## src/rtl/ahb_arbiter.sv

```systemverilog
// Round-robin AHB bus arbiter with burst and lock protection.
// Grant moves only between bursts or after a lock is released.
module ahb_arbiter #(
  parameter int NUM_MASTERS    = 4,
  parameter int DEFAULT_MASTER = 0
) (
  input  logic                           HCLK,
  input  logic                           HRESET,
  input  logic [NUM_MASTERS-1:0]         HBUSREQ,
  input  logic [NUM_MASTERS-1:0]         HLOCK,
  input  logic [1:0]                     HTRANS,
  input  logic [2:0]                     HBURST,
  input  logic                           HREADY,
  output logic [NUM_MASTERS-1:0]         HGRANT,
  output logic [$clog2(NUM_MASTERS)-1:0] HMASTER,
  output logic                           HMASTLOCK
);

  localparam int MIDX_W = $clog2(NUM_MASTERS);

  localparam logic [1:0] TR_IDLE   = 2'b00;
  localparam logic [1:0] TR_BUSY   = 2'b01;
  localparam logic [1:0] TR_NONSEQ = 2'b10;
  localparam logic [1:0] TR_SEQ    = 2'b11;

  localparam logic [NUM_MASTERS-1:0] GRANT_RST =
    NUM_MASTERS'(1) << DEFAULT_MASTER;

  logic [NUM_MASTERS-1:0] r_grant;
  logic [MIDX_W-1:0]      r_master;
  logic                   r_mastlock;
  logic [3:0]             r_burst_rem;

  logic [MIDX_W-1:0]      w_gidx;
  logic [4:0]             w_len;
  logic [3:0]             w_rem_nxt;
  logic                   w_hold;
  logic [MIDX_W-1:0]      w_next_idx;
  logic                   w_found;
  logic [MIDX_W:0]        w_sum;
  logic [MIDX_W-1:0]      w_cand;

  always_comb begin
    w_gidx = '0;
    for (int i = 0; i < NUM_MASTERS; i++) begin
      if (r_grant[i]) w_gidx = w_gidx | MIDX_W'(i);
    end
  end

  // INCR has no defined length, so it never protects the grant
  always_comb begin
    unique case (HBURST)
      3'b000:         w_len = 5'd1;
      3'b001:         w_len = 5'd0;
      3'b010, 3'b011: w_len = 5'd4;
      3'b100, 3'b101: w_len = 5'd8;
      default:        w_len = 5'd16;
    endcase
  end

  always_comb begin
    unique case (HTRANS)
      TR_NONSEQ: w_rem_nxt = (w_len <= 5'd1) ? 4'd0 : 4'(w_len - 5'd1);
      TR_SEQ:    w_rem_nxt = (r_burst_rem == 4'd0) ? 4'd0
                                                   : r_burst_rem - 4'd1;
      TR_BUSY:   w_rem_nxt = r_burst_rem;
      TR_IDLE:   w_rem_nxt = 4'd0;
      default:   w_rem_nxt = 4'd0;
    endcase
  end

  assign w_hold = HLOCK[w_gidx] | (w_rem_nxt > 4'd1);

  // Search starts just past the owner so it yields to any other requester
  always_comb begin
    w_next_idx = MIDX_W'(DEFAULT_MASTER);
    w_found    = 1'b0;
    w_sum      = '0;
    w_cand     = '0;
    for (int k = 1; k <= NUM_MASTERS; k++) begin
      w_sum = {1'b0, w_gidx} + (MIDX_W+1)'(k);
      if (w_sum >= (MIDX_W+1)'(NUM_MASTERS))
        w_sum = w_sum - (MIDX_W+1)'(NUM_MASTERS);
      w_cand = w_sum[MIDX_W-1:0];
      if (!w_found && HBUSREQ[w_cand]) begin
        w_found    = 1'b1;
        w_next_idx = w_cand;
      end
    end
  end

  always_ff @(posedge HCLK or posedge HRESET) begin
    if (HRESET) begin
      r_grant     <= GRANT_RST;
      r_master    <= MIDX_W'(DEFAULT_MASTER);
      r_mastlock  <= 1'b0;
      r_burst_rem <= 4'd0;
    end else if (HREADY) begin
      r_master    <= w_gidx;
      r_mastlock  <= HLOCK[w_gidx];
      r_burst_rem <= w_rem_nxt;
      if (!w_hold)
        r_grant <= NUM_MASTERS'(1) << w_next_idx;
    end
  end

  assign HGRANT    = r_grant;
  assign HMASTER   = r_master;
  assign HMASTLOCK = r_mastlock;

endmodule

```

## config.mk

```make
export PLATFORM = sky130hd
export DESIGN_NAME = ahb_arbiter
export DESIGN_NICKNAME = d
export VERILOG_FILES = /design/src/rtl/ahb_arbiter.sv
export SDC_FILE = /design/constraint.sdc
export NUM_CORES = 1
export LEC_CHECK = 0
export ABC_AREA = 1
export CAP_MARGIN = 40
export CORE_MARGIN = 4
export CORE_UTILIZATION = 40
export DETAILED_ROUTE_END_ITERATION = 7
export HOLD_SLACK_MARGIN = 0.12
export PLACE_DENSITY = 0.66
export SLEW_MARGIN = 20
export SYNTH_ARGS = -nofsm -noshare
export SYNTH_HDL_FRONTEND = slang
export SYNTH_SLANG_ARGS = --single-unit
```

## constraint.sdc

```tcl
create_clock -name HCLK -period 1.7 [get_ports HCLK]
set_input_delay 0.51 -clock HCLK [delete_from_list [all_inputs] [get_ports HCLK]]
set_output_delay 0.51 -clock HCLK [all_outputs]
set_load 0.005 [all_outputs]
```

==> reports/qor.csv <==
metric,value,unit
NetSw,1390,uW
Final #Nets,228,
"Area growth, synth to finish",62.7,%
fin worst setup slack,0.00775,ns
most used standard cell by instance count after synthesis,nand2_1,
Die Span Y,58.7,um
CP Max Fanout,5,
Worst Hold Class,flip-flop to flip-flop,
Fin. Hold Viols,0,
final RePlAce weighted congestion,0.861,
Clock Sink Count,11,
CTS tree,done,
Final Max Tran Viols,0,
Mapped Nets,178,
LEAKAGE,0.000869,uW
Seq cells post-synth,11,
DRC violations left,0,
ys async rst share,100,%
Ys Warns,0,
post-synthesis sequential area ratio,26.9,%
sequential power share,16.9,%
met1 Use GR,16.9,%
initial core utilization,41.9,%
Num CTS Buffers,3,
worst path arrival time,1.85,ns
hold_ws,0.467,ns
I/O Buffers,21,
clock-pin slew on the worst setup and hold paths,0.07,ns
gr usage total,15.3,%
first-pass GRT wire length,4200,um
P_int,1400,uW
syn avg cell area,6.43,sq um
clk_lat worst skew,0.26,ns
post-route ant nets,0,
synthesized area,0.00103,sq mm
CP max stage cell,dfrtp_2,
final wirelength,3060,um
clk buf depth,2,
DR pass1 iterations,4,
clock root buffer master,clkbuf_4,
WP data required,1.86,ns
largest net degree at the start of global routing,13,
layout cells sized above 1,49.3,%
placed wire-length estimate,2080,um
"area leader, netlist",dfrtp_1,
Switching Share,49.9,%
Clk pwr share,6.3,%
Worst setup EP type,flip-flop,
number of H-tree levels,1,
Period minus WS final,1.69,ns
die area,0.00345,sq mm
RSZ-0062 raised after global routing,yes,
Core ar.,0.00245,sq mm
post-synth top area share,24.3,%
# setup viols final,0,
wire per inst,12.8,um
Die W,58.7,um
Least-Margin Pin Slew,0.419,ns
pre-CTS setup slack,-0.377,ns
VDD IR-drop max,1.25,mV
initial antenna violation count,0,
Post-synth EDFFs,0,
max_cap viols,0,
via count,1224,
synth unique cells,23,
Vias per Instance,5.12,
power share of the combinational group,76.7,%
max_slew headroom,72.0,%
crit-path max cell delay,0.47,ns
Starting DRT DRC Count,27,
synth top area cells,"dfrtp_1, nand2_1, nand2_2, nand3_1, o21ai_0",
fmax,0.591,GHz
met2 Usage GRT,29.3,%
GRT met3 Usage,3.07,%
gr ovfl total,0,
outcome,completed,
grt peak-use layer,met2,
Synth top cells by count,"nand2_1, inv_1, nand3_1",
Worst setup SP type,flip-flop,
Syn Inst Count,160,
fin crit share,99.5,%
ant diodes,0,
WS Path Type,flip-flop to flip-flop,
number of top-level pins,23,
vias in the first global route,1048,
cell row count,18,
Most used DFF post-synth,dfrtp_1,
Power Dens Cells,1670,mW/mm^2
clock skew,0.000527,ns
"Cell Chain, Critical Path","buf_6, nor2_4, nand2_1, nand2_2, nand2_2, nand2_4, nand3_4, nor2_4, a21oi_4, nand3_2, nand2_1",
==> logic make-up after synthesis <==
| family | after synthesis | share of synthesized area [%] |
|---|---|---|
| xor gates and xnor gates | 1 | 0.852 |
| adders and majority gates | 2 | 2.43 |
| and+or+nand+nor | 105 | 51.0 |
| buffers and inverters | 22 | 8.76 |
| AOI/OAI and AO/OA | 19 | 10.1 |
| DFF | 11 | 26.9 |
==> critical path: cells and delay by family, from the launching register on <==
family / cells / cell delay (ns)
compound gates: 1 / 0.05
simple gates: 9 / 0.91
buf+inv: 1 / 0.16
flops: 1 / 0.47
==> per-stage QoR <==
step                area [sq um]  TNS [ns]  util, %  std cells  power [uW]
floorplan                   1030         0        -        160        1460
global placement            1370     -1.19     55.7        223        1960
detailed placement          1370     -1.51     55.7        223        2000
CTS                         1420         0     57.7        228        2200
global route                1670    -0.264     68.1        239        3000
finish                      1670         0     68.1        239        2790
==> registers in the layout, indices dropped and copies added, names as in the netlist <==
register	cells
HGRANT	4
HMASTLOCK	1
r_burst_rem	4
HMASTER	2
==> routing by layer <==
layer / vias to the layer above / share of wire (%)
met4: 0 / 1.1
met5: - / 0
met1: 580 / 38
met2: 29 / 57
li1: 611 / -
met3: 4 / 4.3
==> cell type report <==
| cell class | count | area, sq um |
|---|---|---|
| sequential | 11 | 280 |
| timing repair buffer | 45 | 415 |
| clock buffer | 4 | 26.3 |
| tap | 30 | 37.5 |
| multi-input combinational | 129 | 833 |
| fill | 200 | 782 |
| inverter | 20 | 80.1 |
==> path summary, 6_finish.rpt <==
path | start | end | slack, ns | depth (start not counted)
setup reg to reg | HGRANT[3] | HGRANT[1] | 0.008 | 11
hold / removal | HGRANT[0] | HGRANT[0] | 0.47 | 2
min in group asynchronous | HRESET | r_burst_rem[0] | 0.54 | 2
max in group asynchronous | HRESET | HGRANT[0] | 0.84 | 2
hold reg to reg | HGRANT[0] | HGRANT[0] | 0.47 | 2
setup / recovery | HGRANT[3] | HGRANT[1] | 0.008 | 11
==> timing repair <==
action                     in CTS  in global routing
setup endpoints to repair       8                  4
setup buffers                   1                  9
gates resized for setup        12                 57
gates cloned                    0                  2
hold buffers                    0                  0
pin swaps                       3                 30
==> power groups by stage <==
stage	sequential (uW)	combinational (uW)	clock (uW)
floorplan	464	997	0
global placement	471	1490	0
detailed placement	474	1530	0
CTS	464	1560	182
global route	483	2330	192
finish	471	2140	177
==> placed cells by master, fill, tap and decap left out <==
cell	n
o21ai_2	1
a21oi_4	2
nor2_1	10
inv_2	8
o21ai_1	3
dfrtp_1	7
a21oi_2	2
clkbuf_4	3
dfstp_2	1
a31oi_1	1
dlymetal6s2s_1	6
xnor2_1	1
nand3_4	1
inv_1	10
buf_4	20
nand3_1	5
ha_1	2
nor2_2	3
dfrtp_2	3
dlygate4sd2_1	4
nand2_2	29
nand4_1	2
buf_6	4
nand2_4	5
nand3_2	14
clkbuf_1	1
nand2_1	33
clkdlybuf4s50_1	11
o21ai_0	10
inv_4	2
nor2_4	5
Power figures use the tool's default switching activity.
